$ cat src/rtl/game_pkg.sv
//------------------------------------------------------------------------------
// Module  : game_pkg
// Brief   : Shared types and constants for the game timer slice.
// Revision: 1.0
//------------------------------------------------------------------------------
`default_nettype none

package game_pkg;

    typedef logic [1:0][3:0] bcd2_t;

    typedef enum logic [1:0] {
        LOAD    = 2'd0,
        RUN     = 2'd1,
        EXPIRED = 2'd2
    } timer_state_t;

    localparam bcd2_t BCD_MAX = {4'd9, 4'd9};

    // Binary value (0..99) of a well-formed two-digit BCD number.
    function automatic logic [6:0] bcd2_to_int(bcd2_t v);
        return ({3'b000, v[1]} * 7'd10) + {3'b000, v[0]};
    endfunction

endpackage

`default_nettype wire

$ cat src/rtl/bcd2_add_sat.sv
//------------------------------------------------------------------------------
// Module  : bcd2_add_sat
// Brief   : Combinational two-digit BCD adder; digits above 9 clamp to 9,
//           results above 99 saturate to 99.
// Revision: 1.0
//------------------------------------------------------------------------------
`default_nettype none

module bcd2_add_sat
    import game_pkg::*;
(
    input  logic [1:0][3:0] a,
    input  logic [1:0][3:0] b,
    output logic [1:0][3:0] sum
);

    logic [3:0] a1, a0, b1, b0;
    logic [4:0] ones_raw;
    logic [4:0] tens_raw;
    logic       carry;
    logic [3:0] ones;

    always_comb begin
        a1 = (a[1] > 4'd9) ? 4'd9 : a[1];
        a0 = (a[0] > 4'd9) ? 4'd9 : a[0];
        b1 = (b[1] > 4'd9) ? 4'd9 : b[1];
        b0 = (b[0] > 4'd9) ? 4'd9 : b[0];

        ones_raw = {1'b0, a0} + {1'b0, b0};
        carry    = (ones_raw > 5'd9);
        // Adding 6 modulo 16 is the same as subtracting 10 for 10..18.
        ones     = carry ? (ones_raw[3:0] + 4'd6) : ones_raw[3:0];
        tens_raw = {1'b0, a1} + {1'b0, b1} + {4'b0000, carry};

        if (tens_raw > 5'd9) begin
            sum = BCD_MAX;
        end else begin
            sum = {tens_raw[3:0], ones};
        end
    end

endmodule

`default_nettype wire

$ cat src/rtl/game_timer.sv
//------------------------------------------------------------------------------
// Module  : game_timer
// Brief   : Two-digit BCD level countdown timer driven by frame ticks.
//           Optional low-time blink output enabled by macro TIMER_WARN_EN.
// Revision: 1.0
//------------------------------------------------------------------------------
`default_nettype none

module game_timer
    import game_pkg::*;
#(
    parameter int FRAMES_PER_SEC = 30
`ifdef TIMER_WARN_EN
    ,
    parameter int WARN_SECS      = 10,
    parameter int BLINK_FRAMES   = 8
`endif
) (
    input  logic            clk,
    input  logic            resetN,
    input  logic            startOfFrame,
    input  logic            add_time,
    input  logic [1:0][3:0] time_to_add,
    input  logic            player_active,
    output logic [1:0][3:0] time_digits,
    output logic            out_of_time,
    output logic            timer_running,
    output logic            low_time_blink
);

    localparam logic [7:0] FRAME_LAST = 8'(FRAMES_PER_SEC - 1);

    timer_state_t state_q, state_d;
    bcd2_t        digits_q, digits_d;
    logic [7:0]   frame_cnt_q, frame_cnt_d;
    logic         out_of_time_q, out_of_time_d;

    logic         dec;
    logic [7:0]   frame_cnt_run;
    bcd2_t        dec_val;
    bcd2_t        add_b;
    bcd2_t        sum;

    // Frame counting and the inline decrement, which is applied before the add.
    always_comb begin
        dec           = 1'b0;
        frame_cnt_run = frame_cnt_q;
        if (state_q == RUN && startOfFrame && player_active) begin
            if (frame_cnt_q == FRAME_LAST) begin
                frame_cnt_run = 8'd0;
                dec           = (digits_q != '0);
            end else begin
                frame_cnt_run = frame_cnt_q + 8'd1;
            end
        end

        dec_val = digits_q;
        if (dec) begin
            if (digits_q[0] == 4'd0) begin
                dec_val[0] = 4'd9;
                dec_val[1] = digits_q[1] - 4'd1;
            end else begin
                dec_val[0] = digits_q[0] - 4'd1;
            end
        end

        add_b = add_time ? time_to_add : '0;
    end

    bcd2_add_sat u_add (
        .a   (dec_val),
        .b   (add_b),
        .sum (sum)
    );

    always_comb begin
        state_d     = state_q;
        digits_d    = digits_q;
        frame_cnt_d = frame_cnt_run;

        case (state_q)
            LOAD: begin
                if (add_time) begin
                    digits_d    = sum;
                    state_d     = RUN;
                    frame_cnt_d = 8'd0;
                end
            end
            RUN: begin
                digits_d = sum;
                if (dec && sum == '0) begin
                    state_d = EXPIRED;
                end
            end
            EXPIRED: begin
                digits_d = '0;
            end
            default: begin
                state_d  = LOAD;
                digits_d = '0;
            end
        endcase

        out_of_time_d = (state_d == EXPIRED);
    end

    always_ff @(posedge clk or negedge resetN) begin
        if (!resetN) begin
            state_q       <= LOAD;
            digits_q      <= '0;
            frame_cnt_q   <= 8'd0;
            out_of_time_q <= 1'b0;
        end else begin
            state_q       <= state_d;
            digits_q      <= digits_d;
            frame_cnt_q   <= frame_cnt_d;
            out_of_time_q <= out_of_time_d;
        end
    end

    assign time_digits   = digits_q;
    assign out_of_time   = out_of_time_q;
    assign timer_running = (state_q == RUN) && player_active;

`ifdef TIMER_WARN_EN
    localparam logic [6:0] WARN_VAL   = 7'(WARN_SECS);
    localparam logic [7:0] BLINK_LAST = 8'(BLINK_FRAMES - 1);

    logic       warn_q, warn_d;
    logic       blink_q, blink_d;
    logic [7:0] blink_cnt_q, blink_cnt_d;

    // Zone is judged on the next digits so the blink lines up with the display.
    always_comb begin
        warn_d      = warn_q;
        blink_d     = blink_q;
        blink_cnt_d = blink_cnt_q;
        if (state_d != RUN || bcd2_to_int(digits_d) > WARN_VAL) begin
            warn_d      = 1'b0;
            blink_d     = 1'b0;
            blink_cnt_d = 8'd0;
        end else if (!warn_q) begin
            warn_d      = 1'b1;
            blink_d     = 1'b1;
            blink_cnt_d = 8'd0;
        end else if (startOfFrame) begin
            if (blink_cnt_q == BLINK_LAST) begin
                blink_cnt_d = 8'd0;
                blink_d     = ~blink_q;
            end else begin
                blink_cnt_d = blink_cnt_q + 8'd1;
            end
        end
    end

    always_ff @(posedge clk or negedge resetN) begin
        if (!resetN) begin
            warn_q      <= 1'b0;
            blink_q     <= 1'b0;
            blink_cnt_q <= 8'd0;
        end else begin
            warn_q      <= warn_d;
            blink_q     <= blink_d;
            blink_cnt_q <= blink_cnt_d;
        end
    end

    assign low_time_blink = blink_q;
`else
    assign low_time_blink = 1'b0;
`endif

endmodule

`default_nettype wire

$ cat config.mk
export PLATFORM = sky130hd
export DESIGN_NAME = game_timer
export DESIGN_NICKNAME = d
export VERILOG_FILES = /design/src/rtl/game_pkg.sv /design/src/rtl/bcd2_add_sat.sv /design/src/rtl/game_timer.sv
export SDC_FILE = /design/constraint.sdc
export NUM_CORES = 1
export LEC_CHECK = 0
export CORE_ASPECT_RATIO = 1.25
export CORE_MARGIN = 1.5
export CORE_UTILIZATION = 55
export DETAILED_ROUTE_END_ITERATION = 16
export GPL_TIMING_DRIVEN = 0
export PLACE_DENSITY_LB_ADDON = 0.3
export SLEW_MARGIN = 40
export SYNTH_ARGS = -nofsm -noshare
export SYNTH_HDL_FRONTEND = slang
export SYNTH_HIERARCHICAL = 1
export SYNTH_SLANG_ARGS = --single-unit
$ cat constraint.sdc
create_clock -name clk -period 6.8 [get_ports clk]
set_clock_uncertainty 0.1 [all_clocks]
set_input_delay 1.7 -clock clk [delete_from_list [all_inputs] [get_ports clk]]
set_output_delay 1.7 -clock clk [all_outputs]
set_load 0.01 [all_outputs]
# --- After elaboration in Yosys (flattened, before gate mapping) ---
# Cells that the tools add are included.
classes:
  addsub: 7
  n_lt_le_gt_ge: 6
  eq_ne: 5
  n_mux: 21
  reduce_logical: 8
ops:
  columns: ["operator", "count"]
  rows:
  - ["8-bit two-way mux", 8]
  - ["4-bit two-way mux", 7]
  - ["4-bit greater-than comparator (second input constant)", 4]
  - ["8-bit case mux with 2 select lines", 1]
  - ["4-bit by 4-bit adder with 5-bit output", 2]
  - ["5-bit by 4-bit greater-than comparator with 1-bit output (second input constant)", 2]
  - ["8-bit by 1-bit adder with 8-bit output (second input constant)", 1]
  - ["8-bit by 5-bit == test with 1-bit output (second input constant)", 1]
  - ["8-bit zero test", 1]
  - ["8-bit nonzero test", 1]
  - ["4-bit by 1-bit subtractor with 4-bit output (second input constant)", 2]
  - ["2-bit case mux with 3 select lines", 1]
  - ["5-bit by 1-bit adder with 5-bit output", 1]
  - ["4-bit by 3-bit adder with 4-bit output (second input constant)", 1]
  - ["2-bit == test (second input constant)", 2]
  - ["1-bit logical AND", 4]
  - ["4-bit zero test", 1]
  - ["2-bit two-way mux", 2]
  - ["2-bit by 1-bit == test with 1-bit output (second input constant)", 1]
  - ["2-bit zero test", 1]
  - ["1-bit two-way mux", 2]
  - ["2-bit inequality test (second input constant)", 1]
totals:
  reg_bits: 19
  in_bits: 13
  out_inout_bits: 11
  word_cells: 52

# --- Longest topological paths before layout ---
logic_depth:
  word_depth: 17
  mapped_depth: 25
  depth_no_buf: 25

# --- Cells and area by module ---
# The synthesis kept the hierarchy.
modules_own_cells:
  columns: ["module", "instances", "cells_each", "area_each_um2", "seq_area_each_um2"]
  rows:
  - ["game_timer", 1, 135, 1191.1, 475.5]
  - ["bcd2_add_sat", 1, 83, 589.3, 0.0]

# --- Worst setup path after synthesis ---
# Ideal clock, no wire load.
synth_path:
  kind: "input port to flip-flop"
  startpoint: "input player_active"
  endpoint: "register state_q[0]"
  setup_ps: 126
  t_arrival_ps: 6278
  required_time_ps: 6574
  setup_slack_ps: 296
  cell_stages: 23
  path_buffers: 1
  cell_sequence: "and4b_2 -> buf_4 -> nand3_4 -> or3_1 -> mux2_4 -> o21ai_0 -> nand2b_1 -> ha_1 -> inv_1 -> fa_1 -> and2_4 -> o32a_1 -> inv_1 -> fa_1 -> inv_1 -> fa_1 -> xor2_1 -> o2bb2ai_1 -> o211ai_1 -> or2_2 -> nor4_1 -> and4b_2 -> o21ai_0"
synth_rtl:
  columns: ["element", "line", "rtl"]
  rows:
  - ["start: declaration", "game_timer.sv:24", "input logic player_active,"]
  - ["end signal: assignment", "game_timer.sv:114", "state_q <= state_d;"]
  - ["end: declaration", "game_timer.sv:33", "timer_state_t state_q, state_d;"]

==> results.py <==
metrics = {
    "finish": {
        "antenna_cells": 0,
        "nets": 283,
        "syn2layout_area_growth_pct": 24.7,
        "final_core_util_pct": 74.0,
        "multi_input_area_um2": 1280,
        "drive_gt1_share_pct": 17.3,
        "regArea_um2": 475,
        "final_common_cell": "nor2_1",
        "layout_common_cells": "nor2_1, dfrtp_1, clkdlybuf4s50_1",
        "nFillCells": 227,
        "post-route-cell-area_um2": 2220,
    },
    "setup_path": {
        "cp_cell_sequence": "dlymetal6s2s_1 -> and4b_2 -> buf_6 -> nand3_4 -> or3_4 -> mux2_4 -> o21ai_2 -> nand2b_1 -> ha_2 -> inv_1 -> fa_2 -> and2_4 -> o32a_1 -> inv_2 -> fa_2 -> inv_1 -> fa_2 -> xor2_2 -> o2bb2ai_2 -> o211ai_1 -> or2_4 -> nor4_2 -> and4b_2 -> o21ai_1",
        "required_ns": 6.89,
        "crit_type": "in2reg",
        "crit_top_cell": "fa_2",
        "max_stage_delay_ns": 0.45,
        "slowest_stage": "fa_2",
        "crit_buf_inv": 5,
        "critPathCaptureType": "register",
        "path_delay_family": "simple AND/OR/NAND/NOR gates",
        "crit_fanout": 5,
        "worst_ep_arrival_time_ns": 6.46,
        "start_kind": "input pin",
    },
    "timing": {
        "fin_crit_ns": 6.37,
        "max_freq_mhz": 157,
        "rsz0062_at_grt": "false",
        "period_share_pct": 93.6,
        "maxSlewViolCount": 0,
        "setup_viol": 0,
        "hold_ws_ns": 0.474,
        "slew_headroom_pct": 57.9,
        "worst_pin_slew_ns": 0.625,
        "finalHoldViolCount": 0,
    },
    "clock_tree": {
        "cts_made_buffers": 3,
        "insertion_delay_ns": 0.29,
        "cts_tree": "yes",
        "ctsHtreeMaxLevel": 1,
        "clk_pin_slew_worst_paths_ns": 0.10,
        "cts-root-buf": "clkbuf_4",
        "clock_path_buffers": 2,
        "cts_num_sinks": 19,
        "holdBufCountCts": 0,
    },
    "hold_path": {
        "hold_class": "reg2reg",
    },
    "synth": {
        "synth_flop_cell": "dfrtp_1",
        "yosys.cell_types.count": 48,
        "synth-edff-count": 0,
        "synthArstFlopShare_pct": 100,
        "synth-seq-cells": 19,
        "avgSynthCellArea_um2": 8.17,
        "yosys_warnings": 6,
        "synth_fp_nets": 246,
        "syn_area_um2": 1780,
        "netlist_instances": 218,
        "yosysSeqAreaShare_pct": 26.7,
    },
    "status": {
        "status": "complete, no violations",
    },
    "floorplan": {
        "die_y_um": 66.6,
        "initial_core_util_pct": 59.3,
        "dieArea_um2": 3590,
        "rows": 22,
        "core-area_um2": 3000,
        "io_pins": 24,
        "die_w_um": 53.9,
    },
    "routing": {
        "wirelength_mm": 3.92,
        "firstDrtPassIters": 4,
        "drtIter0Drc": 51,
        "ant_nets": 0,
        "wl_per_cell_um": 13.5,
        "num_vias": 1670,
        "route.detailed.drc": 0,
        "vias_per_cell": 5.76,
    },
    "global_route": {
        "grt-ovfl-total": 0,
        "grt_start_max_net_pins": 20,
        "grt_pass1_wl_mm": 6.51,
        "grt_use_total_pct": 23.8,
        "antenna_found_initial": 0,
        "grt_pass1_vias": 1583,
    },
    "placed_design": {
        "place_area_um2": 2030,
        "dp_hpwl_mm": 2.84,
        "port_buffers": 21,
        "gp_congestion": 0.753,
    },
    "job": {
        "cap_violations": 0,
    },
    "pwr": {
        "leakagePower_nw": 1.01,
        "pwr_density_cell_nw_per_um2": 331,
        "vdd_ir_drop_max_v": 0.000225,
    },
}
[cell families after synthesis]
family / synth area share (%)
multiplexers: 2.60
AO/OA/AOI/OAI: 16.7
AND/OR/NAND/NOR: 30.6
flip-flops: 26.7
other: 0.211
XOR/XNOR: 5.90
adder cells (fa/ha/maj): 11.8
buffers and inverters: 5.48
[per-layer routing]
metal  vias up  global-route usage (%)  wire length, µm
met5         -                       0                0
met3        11                    1.79              145
met4         0                    10.6               93
li1        824                       -                -
met1       793                    28.0             1650
met2        42                    42.5             2030
[final timing paths]
check | startpoint | to | slack (ns) | cells past startpoint
worst max-delay path | player_active | state_q[0]$_DFF_PN0_ | 0.43 | 24
worst min-delay path | frame_cnt_q[4]$_DFF_PN0_ | frame_cnt_q[4]$_DFF_PN0_ | 0.47 | 2
worst max register to register | frame_cnt_q[1]$_DFF_PN0_ | state_q[0]$_DFF_PN0_ | 1.36 | 24
worst min register to register | frame_cnt_q[4]$_DFF_PN0_ | frame_cnt_q[4]$_DFF_PN0_ | 0.47 | 2
max in group asynchronous | resetN | time_digits[2]$_DFFE_PN0P_ | 5.09 | 1
min in group asynchronous | resetN | time_digits[1]$_DFFE_PN0P_ | 1.22 | 1
[report_power, final]
group          total (mW)  leakage, nW  internal, mW  switching (mW)
clock network      0.0554       0.0150        0.0228          0.0326
logic               0.482        0.760         0.252           0.231
registers           0.197        0.236         0.148          0.0495
[per-stage QoR]
step	cells	total power, mW	setup WS (ns)	setup TNS (ns)
3_5_place_dp	275	0.590	-0.629	-2.58
6_report	290	0.735	0.435	0
2_1_floorplan	218	0.479	0.296	0
4_1_cts	285	0.705	0.0128	0
3_3_place_gp	275	0.583	-0.591	-2.22
5_1_grt	290	0.794	0.229	0
[worst reg2reg max path, stage by stage, from the launching register on]
cell and delay, ns:
dfrtp_1 0.44, inv_1 0.07, ha_1 0.14, nor4b_4 0.30, nand3_4 0.10, or3_4 0.34
mux2_4 0.31, o21ai_2 0.13, nand2b_1 0.07, ha_2 0.19, inv_1 0.07, fa_2 0.45
and2_4 0.16, o32a_1 0.38, inv_2 0.07, fa_2 0.21, inv_1 0.06, fa_2 0.37
xor2_2 0.19, o2bb2ai_2 0.13, o211ai_1 0.16, or2_4 0.31, nor4_2 0.26, and4b_2 0.29
o21ai_1 0.07
[Yosys cell counts, drive strengths merged (3+ instances only)]
master,number,area share [%]
dfrtp,19,27
inv,14,3.0
nor3,4,1.1
nor2,23,4.8
ha,12,8.4
nor4,4,1.4
nand3,4,1.8
o21ai,17,4.8
and2,10,3.7
nor2b,6,2.1
a21o,3,1.3
xnor2,4,2.0
xor2,8,3.9
nand2,17,3.6
nand4,4,1.4
clkbuf,8,1.7
nand2b,11,3.9
a211oi,4,1.7
fa,3,3.4
a21oi,11,3.1
[timing repair]
action,CTS,global route
gates resized for setup,15,8
pin swaps,10,13
setup endpoints to repair,3,4
hold endpoints to repair,0,0
buffers inserted,6,5
[final cells by class]
cell class	instances	share of cell area (%)
tap	36	2.03
timing repair buffer	32	13.2
clock buffer	4	1.18
sequential	19	21.4
inverter	14	2.37
buffer	10	2.20
multi-input combinational	175	57.6
[flip-flops by register name, summed over array words and instances (netlist names)]
register     flops
out_of_time      1
frame_cnt_q      8
state_q          2
time_digits      8
Note: power is estimated with default switching activity, not from simulation.
